[config.mk]
export PLATFORM = sky130hd
export DESIGN_NAME = cfg_lmmi_arbiter_flat
export DESIGN_NICKNAME = d
export VERILOG_FILES = /design/src/rtl/cfg_lmmi_pkg.sv /design/src/rtl/cfg_lmmi_arbiter_if.sv /design/src/rtl/lmmi_phase_timer.sv /design/src/rtl/cfg_lmmi_arbiter.sv /design/src/flat_wrapper.sv
export SDC_FILE = /design/constraint.sdc
export NUM_CORES = 1
export LEC_CHECK = 0
export BUFFER_PORTS_ARGS = -buffer_cell sky130_fd_sc_hd__buf_2
export CAP_MARGIN = 20
export CORE_MARGIN = 3
export CORE_UTILIZATION = 53
export DETAILED_ROUTE_END_ITERATION = 10
export PLACE_DENSITY = 0.87
export SLEW_MARGIN = 0
export SYNTH_ARGS = -nofsm -noshare
export SYNTH_HDL_FRONTEND = slang
export SYNTH_HIERARCHICAL = 1
export SYNTH_SLANG_ARGS = --single-unit
[constraint.sdc]
create_clock -name lmmi_clk_i -period 5.5 [get_ports lmmi_clk_i]
set_input_delay 1.375 -clock lmmi_clk_i [delete_from_list [all_inputs] [get_ports lmmi_clk_i]]
set_output_delay 1.375 -clock lmmi_clk_i [all_outputs]
set_load 0.02 [all_outputs]
[src/rtl/cfg_lmmi_pkg.sv]
// Shared types and constants for the LMMI configuration-port arbiter family.
// The CRE widths are here so a CRE-port variant can reuse the same arbiter.
package cfg_lmmi_pkg;

    localparam int CFG_OFFSET_W = 8;
    localparam int CFG_DATA_W   = 8;
    localparam int CRE_OFFSET_W = 18;
    localparam int CRE_DATA_W   = 32;

    localparam int ARB_ROUND_ROBIN = 0;
    localparam int ARB_FIXED_PRIO  = 1;

    typedef enum logic [1:0] {
        IDLE   = 2'd0,
        GRANT  = 2'd1,
        RDWAIT = 2'd2
    } arb_state_e;

    // Winner id: 1'b0 = m0, 1'b1 = m1. The round-robin loser is the last owner.
    function automatic logic pick_owner(input int mode, input logic [1:0] req, input logic last_grant);
        logic winner;
        case (req)
            2'b01:   winner = 1'b0;
            2'b10:   winner = 1'b1;
            2'b11:   winner = (mode == ARB_FIXED_PRIO) ? 1'b0 : ~last_grant;
            default: winner = 1'b0;
        endcase
        return winner;
    endfunction

endpackage

[src/rtl/cfg_lmmi_arbiter_if.sv]
// One LMMI link: the master drives request/command, the slave returns ready and read data.
interface cfg_lmmi_arbiter_if #(
    parameter int OFFSET_W = 8,
    parameter int DATA_W   = 8
);
    logic                request;
    logic                wr_rdn;
    logic [OFFSET_W-1:0] offset;
    logic [DATA_W-1:0]   wdata;
    logic                ready;
    logic [DATA_W-1:0]   rdata;
    logic                rdata_valid;

    modport master (
        output request, wr_rdn, offset, wdata,
        input  ready, rdata, rdata_valid
    );

    modport slave (
        input  request, wr_rdn, offset, wdata,
        output ready, rdata, rdata_valid
    );
endinterface

[src/rtl/lmmi_phase_timer.sv]
// Per-phase watchdog: counts enabled cycles since the last clear and flags the
// cycle in which the count reaches LIMIT-1. The counter saturates at LIMIT.
module lmmi_phase_timer #(
    parameter int LIMIT = 255
) (
    input  logic clk_i,
    input  logic resetn_i,
    input  logic clear_i,
    input  logic enable_i,
    output logic expired_o
);
    localparam int W = $clog2(LIMIT + 1);

    logic [W-1:0] count_q;
    logic [W-1:0] count_d;
    logic         expired_q;

    // Next count: clear wins over enable, and the count never wraps.
    always_comb begin
        count_d = count_q;
        if (clear_i) begin
            count_d = '0;
        end else if (enable_i && (count_q != W'(LIMIT))) begin
            count_d = count_q + W'(1);
        end else begin
            count_d = count_q;
        end
    end

    // Count register and registered expiry flag.
    always_ff @(posedge clk_i) begin
        if (!resetn_i) begin
            count_q   <= '0;
            expired_q <= 1'b0;
        end else begin
            count_q   <= count_d;
            expired_q <= (count_d == W'(LIMIT - 1));
        end
    end

    assign expired_o = expired_q;

endmodule

[src/rtl/cfg_lmmi_arbiter.sv]
// Two-requester arbiter for the configuration LMMI slave port: m0 = host, m1 = boot FSM.
// Whole transactions are serialised and every slave phase is bounded by a timeout.
module cfg_lmmi_arbiter
    import cfg_lmmi_pkg::*;
#(
    parameter int                OFFSET_W     = CFG_OFFSET_W,
    parameter int                DATA_W       = CFG_DATA_W,
    parameter int                ARB_MODE     = ARB_ROUND_ROBIN,
    parameter int                TIMEOUT_CYC  = 255,
    parameter logic [DATA_W-1:0] TIMEOUT_DATA = {DATA_W{1'b1}}
) (
    input  logic                      lmmi_clk_i,
    input  logic                      lmmi_resetn_i,
    cfg_lmmi_arbiter_if.slave         m0_if,
    cfg_lmmi_arbiter_if.slave         m1_if,
    cfg_lmmi_arbiter_if.master        s_if,
    output logic                      m0_timeout_o,
    output logic                      m1_timeout_o,
    output logic                      busy_o
);

    arb_state_e          state_q;
    logic                owner_q;
    logic                last_grant_q;
    logic                s_request_q;
    logic                s_wr_rdn_q;
    logic [OFFSET_W-1:0] s_offset_q;
    logic [DATA_W-1:0]   s_wdata_q;
    logic [DATA_W-1:0]   rdata_q [2];
    logic [1:0]          rdata_valid_q;

    logic [1:0]          req_s;
    logic                pick_s;
    logic                pick_wr_s;
    logic [OFFSET_W-1:0] pick_offset_s;
    logic [DATA_W-1:0]   pick_wdata_s;
    logic                in_grant_s;
    logic                in_rdwait_s;
    logic                expired_s;
    logic                abort_s;
    logic                abort_rd_s;
    logic                done_s;
    logic                timer_clear_s;
    logic                timer_en_s;

    assign req_s  = {m1_if.request, m0_if.request};
    assign pick_s = pick_owner(ARB_MODE, req_s, last_grant_q);

    // Command fields of whichever requester wins this IDLE cycle.
    always_comb begin
        pick_wr_s     = m0_if.wr_rdn;
        pick_offset_s = m0_if.offset;
        pick_wdata_s  = m0_if.wdata;
        if (pick_s) begin
            pick_wr_s     = m1_if.wr_rdn;
            pick_offset_s = m1_if.offset;
            pick_wdata_s  = m1_if.wdata;
        end else begin
            pick_wr_s     = m0_if.wr_rdn;
            pick_offset_s = m0_if.offset;
            pick_wdata_s  = m0_if.wdata;
        end
    end

    assign in_grant_s  = (state_q == GRANT);
    assign in_rdwait_s = (state_q == RDWAIT);

    // A timeout only counts when the awaited slave event is not arriving in the same cycle.
    assign abort_s    = expired_s & ((in_grant_s & ~s_if.ready) | (in_rdwait_s & ~s_if.rdata_valid));
    assign abort_rd_s = abort_s & ~s_wr_rdn_q;
    assign done_s     = in_grant_s & (s_if.ready | expired_s);

    assign timer_clear_s = (state_q == IDLE) | (in_grant_s & s_if.ready);
    assign timer_en_s    = in_grant_s | in_rdwait_s;

    lmmi_phase_timer #(
        .LIMIT (TIMEOUT_CYC)
    ) u_timer (
        .clk_i     (lmmi_clk_i),
        .resetn_i  (lmmi_resetn_i),
        .clear_i   (timer_clear_s),
        .enable_i  (timer_en_s),
        .expired_o (expired_s)
    );

    // Arbitration FSM with the latched slave-side command and per-requester read data.
    always_ff @(posedge lmmi_clk_i) begin
        if (!lmmi_resetn_i) begin
            state_q       <= IDLE;
            owner_q       <= 1'b0;
            last_grant_q  <= 1'b1;
            s_request_q   <= 1'b0;
            s_wr_rdn_q    <= 1'b0;
            s_offset_q    <= '0;
            s_wdata_q     <= '0;
            rdata_q[0]    <= '0;
            rdata_q[1]    <= '0;
            rdata_valid_q <= 2'b00;
        end else begin
            rdata_valid_q <= 2'b00;
            case (state_q)
                IDLE: begin
                    if (|req_s) begin
                        owner_q      <= pick_s;
                        last_grant_q <= pick_s;
                        s_wr_rdn_q   <= pick_wr_s;
                        s_offset_q   <= pick_offset_s;
                        s_wdata_q    <= pick_wdata_s;
                        s_request_q  <= 1'b1;
                        state_q      <= GRANT;
                    end
                end
                GRANT: begin
                    if (s_if.ready) begin
                        s_request_q <= 1'b0;
                        if (s_wr_rdn_q) begin
                            state_q <= IDLE;
                        end else if (s_if.rdata_valid) begin
                            rdata_q[owner_q]       <= s_if.rdata;
                            rdata_valid_q[owner_q] <= 1'b1;
                            state_q                <= IDLE;
                        end else begin
                            state_q <= RDWAIT;
                        end
                    end else if (expired_s) begin
                        s_request_q <= 1'b0;
                        if (!s_wr_rdn_q) begin
                            rdata_q[owner_q] <= TIMEOUT_DATA;
                        end
                        state_q <= IDLE;
                    end
                end
                RDWAIT: begin
                    if (s_if.rdata_valid) begin
                        rdata_q[owner_q]       <= s_if.rdata;
                        rdata_valid_q[owner_q] <= 1'b1;
                        state_q                <= IDLE;
                    end else if (expired_s) begin
                        rdata_q[owner_q] <= TIMEOUT_DATA;
                        state_q          <= IDLE;
                    end
                end
                default: begin
                    s_request_q <= 1'b0;
                    state_q     <= IDLE;
                end
            endcase
        end
    end

    assign s_if.request = s_request_q;
    assign s_if.wr_rdn  = s_wr_rdn_q;
    assign s_if.offset  = s_offset_q;
    assign s_if.wdata   = s_wdata_q;

    // Ready and abort strobes appear in the cycle that ends the phase; slave data is registered.
    assign m0_if.ready       = done_s & ~owner_q;
    assign m1_if.ready       = done_s &  owner_q;
    assign m0_timeout_o      = abort_s & ~owner_q;
    assign m1_timeout_o      = abort_s &  owner_q;
    assign m0_if.rdata_valid = rdata_valid_q[0] | (abort_rd_s & ~owner_q);
    assign m1_if.rdata_valid = rdata_valid_q[1] | (abort_rd_s &  owner_q);
    assign m0_if.rdata       = (abort_rd_s & ~owner_q) ? TIMEOUT_DATA : rdata_q[0];
    assign m1_if.rdata       = (abort_rd_s &  owner_q) ? TIMEOUT_DATA : rdata_q[1];
    assign busy_o            = (state_q != IDLE);

endmodule

[src/flat_wrapper.sv]
// flat-port wrapper written by rule: the top's interface ports become plain ports
module cfg_lmmi_arbiter_flat import cfg_lmmi_pkg::*;
#(
    parameter int                OFFSET_W     = CFG_OFFSET_W,
    parameter int                DATA_W       = CFG_DATA_W,
    parameter int                ARB_MODE     = ARB_ROUND_ROBIN,
    parameter int                TIMEOUT_CYC  = 255,
    parameter logic [DATA_W-1:0] TIMEOUT_DATA = {DATA_W{1'b1}}
)
  (lmmi_clk_i, lmmi_resetn_i, m0_timeout_o, m1_timeout_o, busy_o, m0_if_request, m0_if_wr_rdn, m0_if_offset, m0_if_wdata, m0_if_ready, m0_if_rdata, m0_if_rdata_valid, m1_if_request, m1_if_wr_rdn, m1_if_offset, m1_if_wdata, m1_if_ready, m1_if_rdata, m1_if_rdata_valid, s_if_request, s_if_wr_rdn, s_if_offset, s_if_wdata, s_if_ready, s_if_rdata, s_if_rdata_valid);
  cfg_lmmi_arbiter_if #(.OFFSET_W(OFFSET_W), .DATA_W(DATA_W)) m0_if_i ();
  cfg_lmmi_arbiter_if #(.OFFSET_W(OFFSET_W), .DATA_W(DATA_W)) m1_if_i ();
  cfg_lmmi_arbiter_if #(.OFFSET_W(OFFSET_W), .DATA_W(DATA_W)) s_if_i ();
  input  logic lmmi_clk_i;
  input  logic lmmi_resetn_i;
  output logic m0_timeout_o;
  output logic m1_timeout_o;
  output logic busy_o;
  input wire logic [$bits(m0_if_i.request)-1:0] m0_if_request;
  input wire logic [$bits(m0_if_i.wr_rdn)-1:0] m0_if_wr_rdn;
  input wire logic [$bits(m0_if_i.offset)-1:0] m0_if_offset;
  input wire logic [$bits(m0_if_i.wdata)-1:0] m0_if_wdata;
  output wire logic [$bits(m0_if_i.ready)-1:0] m0_if_ready;
  output wire logic [$bits(m0_if_i.rdata)-1:0] m0_if_rdata;
  output wire logic [$bits(m0_if_i.rdata_valid)-1:0] m0_if_rdata_valid;
  input wire logic [$bits(m1_if_i.request)-1:0] m1_if_request;
  input wire logic [$bits(m1_if_i.wr_rdn)-1:0] m1_if_wr_rdn;
  input wire logic [$bits(m1_if_i.offset)-1:0] m1_if_offset;
  input wire logic [$bits(m1_if_i.wdata)-1:0] m1_if_wdata;
  output wire logic [$bits(m1_if_i.ready)-1:0] m1_if_ready;
  output wire logic [$bits(m1_if_i.rdata)-1:0] m1_if_rdata;
  output wire logic [$bits(m1_if_i.rdata_valid)-1:0] m1_if_rdata_valid;
  output wire logic [$bits(s_if_i.request)-1:0] s_if_request;
  output wire logic [$bits(s_if_i.wr_rdn)-1:0] s_if_wr_rdn;
  output wire logic [$bits(s_if_i.offset)-1:0] s_if_offset;
  output wire logic [$bits(s_if_i.wdata)-1:0] s_if_wdata;
  input wire logic [$bits(s_if_i.ready)-1:0] s_if_ready;
  input wire logic [$bits(s_if_i.rdata)-1:0] s_if_rdata;
  input wire logic [$bits(s_if_i.rdata_valid)-1:0] s_if_rdata_valid;
  assign m0_if_i.request = m0_if_request;
  assign m0_if_i.wr_rdn = m0_if_wr_rdn;
  assign m0_if_i.offset = m0_if_offset;
  assign m0_if_i.wdata = m0_if_wdata;
  assign m0_if_ready = m0_if_i.ready;
  assign m0_if_rdata = m0_if_i.rdata;
  assign m0_if_rdata_valid = m0_if_i.rdata_valid;
  assign m1_if_i.request = m1_if_request;
  assign m1_if_i.wr_rdn = m1_if_wr_rdn;
  assign m1_if_i.offset = m1_if_offset;
  assign m1_if_i.wdata = m1_if_wdata;
  assign m1_if_ready = m1_if_i.ready;
  assign m1_if_rdata = m1_if_i.rdata;
  assign m1_if_rdata_valid = m1_if_i.rdata_valid;
  assign s_if_request = s_if_i.request;
  assign s_if_wr_rdn = s_if_i.wr_rdn;
  assign s_if_offset = s_if_i.offset;
  assign s_if_wdata = s_if_i.wdata;
  assign s_if_i.ready = s_if_ready;
  assign s_if_i.rdata = s_if_rdata;
  assign s_if_i.rdata_valid = s_if_rdata_valid;
  cfg_lmmi_arbiter #(.OFFSET_W(OFFSET_W), .DATA_W(DATA_W), .ARB_MODE(ARB_MODE), .TIMEOUT_CYC(TIMEOUT_CYC), .TIMEOUT_DATA(TIMEOUT_DATA)) u_core (.lmmi_clk_i(lmmi_clk_i), .lmmi_resetn_i(lmmi_resetn_i), .m0_if(m0_if_i), .m1_if(m1_if_i), .s_if(s_if_i), .m0_timeout_o(m0_timeout_o), .m1_timeout_o(m1_timeout_o), .busy_o(busy_o));
endmodule
==> flow_metrics.py <==
metrics = {
    "synthesis": {
        "ys_types": 44,
        "syn_avg_cell_area_sq_um": 9.89,
        "synth_cells": 254,
        "yosys_register_bits": 49,
        "syn_area_sq_mm": 0.00251,
        "async_reset_ff_frac": 0,
        "synth-simple-area-share": 0.261,
        "synth-edff-count": 16,
        "ys_warn_count": 6,
        "yosysSeqAreaShare": 0.454,
        "dominantRegCellSynth": "dfxtp_1",
        "synth_fa_ha_area_frac": 0.0249,
        "synth_fp_nets": 307,
        "synth_top_family_by_area": "simple AND/OR/NAND/NOR gates",
        "synth_xor_area_frac": 0.00349,
        "synth_mux_area_frac": 0.0757,
        "synth-compound-area-share": 0.141,
    },
    "final_layout": {
        "drive_above_1_share": 0.364,
        "num_antenna_cells": 0,
        "fin_area_sq_mm": 0.00306,
        "nets": 390,
        "layout.cells.non_filler": 390,
        "syn2layout_area_growth_pct": 21.8,
        "fin_util": 0.683,
    },
    "place": {
        "placed_area_sq_mm": 0.00295,
        "portBuffers": 88,
        "dpl.cell_count": 380,
        "dpl.hpwl_um": 4170,
        "dp_slack_ns": 1.34,
        "gp_congestion": 0.903,
    },
    "critical_path": {
        "cp_data_required_time_ns": 4.12,
        "critPathArrivalTime_ns": 2.77,
        "worst_setup_path_end_kind": "output pin",
        "cp_slowest_cell": "nor3_1",
        "crit_fanout": 9,
        "reg2reg_depth": 6,
        "r2r_end": "u_core/rdata_q[1][7]",
        "crit_family": "simple AND/OR/NAND/NOR gates",
        "cp_cell_sequence": "buf_2 -> nor2b_1 -> o21ai_1 -> nor3_1 -> or2_2 -> buf_2",
        "worstSetupStartpointType": "primary input",
        "crit_path_frequent_cell": "buf_2",
        "regToRegStartpoint": "u_core/state_q[0]",
        "crit_type": "primary input to output pin",
        "rrSetupSlack_ns": 2.74,
        "max_stage_delay_ns": 0.55,
        "path_buf_inv": 2,
    },
    "power_and_ir_drop": {
        "p_sw_mw": 0.223,
        "swShare": 0.289,
        "irDropWorstVdd_v": 0.000205,
        "power_frac_seq": 0.532,
        "power_leakage_nw": 1.53,
        "combinationalPowerShare": 0.204,
        "finalPower_mw": 0.773,
        "p_per_area_mw_per_mm2": 253,
        "p_clk_frac": 0.264,
        "p_int_mw": 0.550,
    },
    "sta": {
        "fin_hold_ws_ns": 0.497,
        "max_freq_ghz": 0.241,
        "hold_viol": 0,
        "worst_slew_pin_slew_ns": 1.04,
        "slew_headroom": 0.297,
        "layout_min_cycle_time_ns": 4.15,
        "setup_ws_ns": 1.35,
        "rsz0062_at_grt": "false",
        "fin_crit_sh": 0.754,
        "fin_setup_tns_ns": 0,
        "skew_ns": 0.00800,
        "final-setup-viol-count": 0,
        "slew_viol_final": 0,
    },
    "min_path": {
        "hp-start": "u_core/s_if.request",
        "holdPathEnd": "u_core/s_if.request",
        "hold_depth": 2,
        "hp-class": "register to register",
    },
    "drt": {
        "dr_total_vias": 2173,
        "dr.first_iter.drc_count": 147,
        "postRouteAntennaNets": 0,
        "wl_per_cell_um": 14.3,
        "drc": 0,
        "drtPass1Iterations": 4,
        "wl_um": 5580,
        "avgViaCountPerCell": 5.57,
    },
    "cts": {
        "clock_path_buffers": 2,
        "clkSinkCount": 49,
        "cts.clk_slew.worst_paths_ns": 0.09,
        "cts_root_buf": "clkbuf_8",
        "hold_buffers": 0,
        "clock_tree.htree_level_count": 2,
        "numCtsBuffers": 5,
        "cts_resized": 0,
        "cts_tree": "built",
        "post_cts_buffers": 0,
        "clkLatencyLatePin_ns": 0.30,
    },
    "grt": {
        "grt_max_degree": 35,
        "grt_usage": 0.207,
        "grt.overflow.total": 0,
        "grt_pass1_wl_um": 8930,
        "grt_pass1_vias": 1956,
        "antenna_found_initial": 0,
    },
    "die": {
        "start_util": 0.561,
        "die_y_um": 74.8,
        "dieArea_sq_mm": 0.00560,
        "die_x_um": 74.8,
        "floorplan.rows": 24,
        "ios": 89,
        "core_sq_mm": 0.00447,
    },
    "outcome": {
        "outcome": "completed",
    },
    "run": {
        "maxCapViolCount": 0,
    },
}
-- registers in the layout, indices dropped and copies added (netlist names) --
| register | flops |
|---|---|
| u_core/s_if.wdata | 8 |
| u_core/u_timer/count_q | 8 |
| u_core/u_timer/expired_o | 1 |
| u_core/rdata_valid_q | 2 |
| u_core/state_q | 2 |
| u_core/s_if.request | 1 |
| u_core/s_if.wr_rdn | 1 |
| u_core/last_grant_q | 1 |
| u_core/s_if.offset | 8 |
| u_core/owner_q | 1 |
| u_core/rdata_q | 16 |
-- layout make-up --
class	instances	area, sq um
Tap cell	52	65.1
Sequential cell	49	1140
Inverter	6	22.5
Clock buffer	5	68.8
Multi-Input combinational cell	185	1280
Fill cell	357	1420
Clock inverter	3	17.5
Timing Repair Buffer	90	467
-- power by group through the flow --
stage                     clock network (mW)  registers (mW)  logic, mW
final                                  0.204           0.411      0.158
after global routing                   0.226           0.414      0.172
after CTS                              0.210           0.411      0.155
after detailed placement                   0           0.419      0.154
after global placement                     0           0.418      0.151
after floorplan                            0           0.435     0.0850
-- worst register-to-register path, stage by stage (launching register included) --
cell     delay (ns)
dfxtp_1        0.35
inv_1          0.10
ha_1           0.24
nor2b_1        0.24
and3_1         0.43
nor3_4         0.18
o21ai_0        0.85
-- cell families (layout without fill, tap and decap cells) --
logic type,after synthesis,in the layout
compound gates,43,43
xor+xnor,1,1
fa+ha+maj,5,5
buf+inv,20,104
flops,49,49
mux,19,19
simple gates,117,117
-- cell usage after synthesis, types with 2 or more instances --
master / n / area, sq um
inv_1: 6 / 22.5
nor2b_1: 3 / 18.8
ha_1: 5 / 62.6
buf_6: 3 / 33.8
dfxtp_1: 33 / 661
nand3_1: 4 / 20.0
buf_2: 2 / 10.0
a211oi_1: 2 / 15.0
nand2b_1: 11 / 68.8
nor3_1: 30 / 150
o21ai_0: 7 / 35.0
o211a_1: 18 / 180
clkbuf_1: 9 / 33.8
and4_2: 2 / 20.0
o21ai_1: 2 / 10.0
a2111oi_2: 2 / 30.0
and3_1: 5 / 31.3
or2_2: 11 / 68.8
edfxtp_1: 16 / 480
and3_2: 2 / 15.0
mux2i_1: 19 / 190
a21boi_0: 3 / 22.5
a21oi_1: 3 / 15.0
nor2_1: 13 / 48.8
nand2_1: 24 / 90.1
-- worst max-delay path by stage --
stage / startpoint / to / cells past startpoint
2_1_floorplan: s_if_rdata_valid / m1_if_rdata[0] / 5
3_3_place_gp: s_if_rdata_valid / m0_if_rdata_valid / 6
3_5_place_dp: s_if_rdata_valid / m0_if_rdata[6] / 6
4_1_cts: s_if_rdata_valid / m0_if_rdata[6] / 6
5_1_grt: s_if_ready / m0_if_rdata[4] / 6
6_report: s_if_ready / m0_if_rdata[6] / 6
-- routing by layer --
layer / GRT usage / vias up / wire length (um) / share of wire
met4: 0.0711 / 0 / 74 / 0.013
met3: 0.0467 / 7 / 457 / 0.082
li1: - / 1090 / - / -
met1: 0.260 / 991 / 2380 / 0.43
met2: 0.349 / 85 / 2670 / 0.48
met5: 0 / - / 0 / 0
-- layout by cell type (no fill, tap or decap), drive strengths merged, types with 2 or more instances in the layout --
cell     instances
a2111oi          2
a211oi           2
a21boi           3
a21oi            3
and3             8
and4             2
buf             90
clkbuf           5
clkinv           2
dfxtp           33
edfxtp          16
ha               5
inv              6
mux2i           19
nand2           24
nand2b          11
nand3            4
nand4            2
nor2            13
nor2b            3
nor3            31
o211a           18
o21ai            9
or2             11
or3              2
No activity file was read; power rests on OpenSTA's default activity.
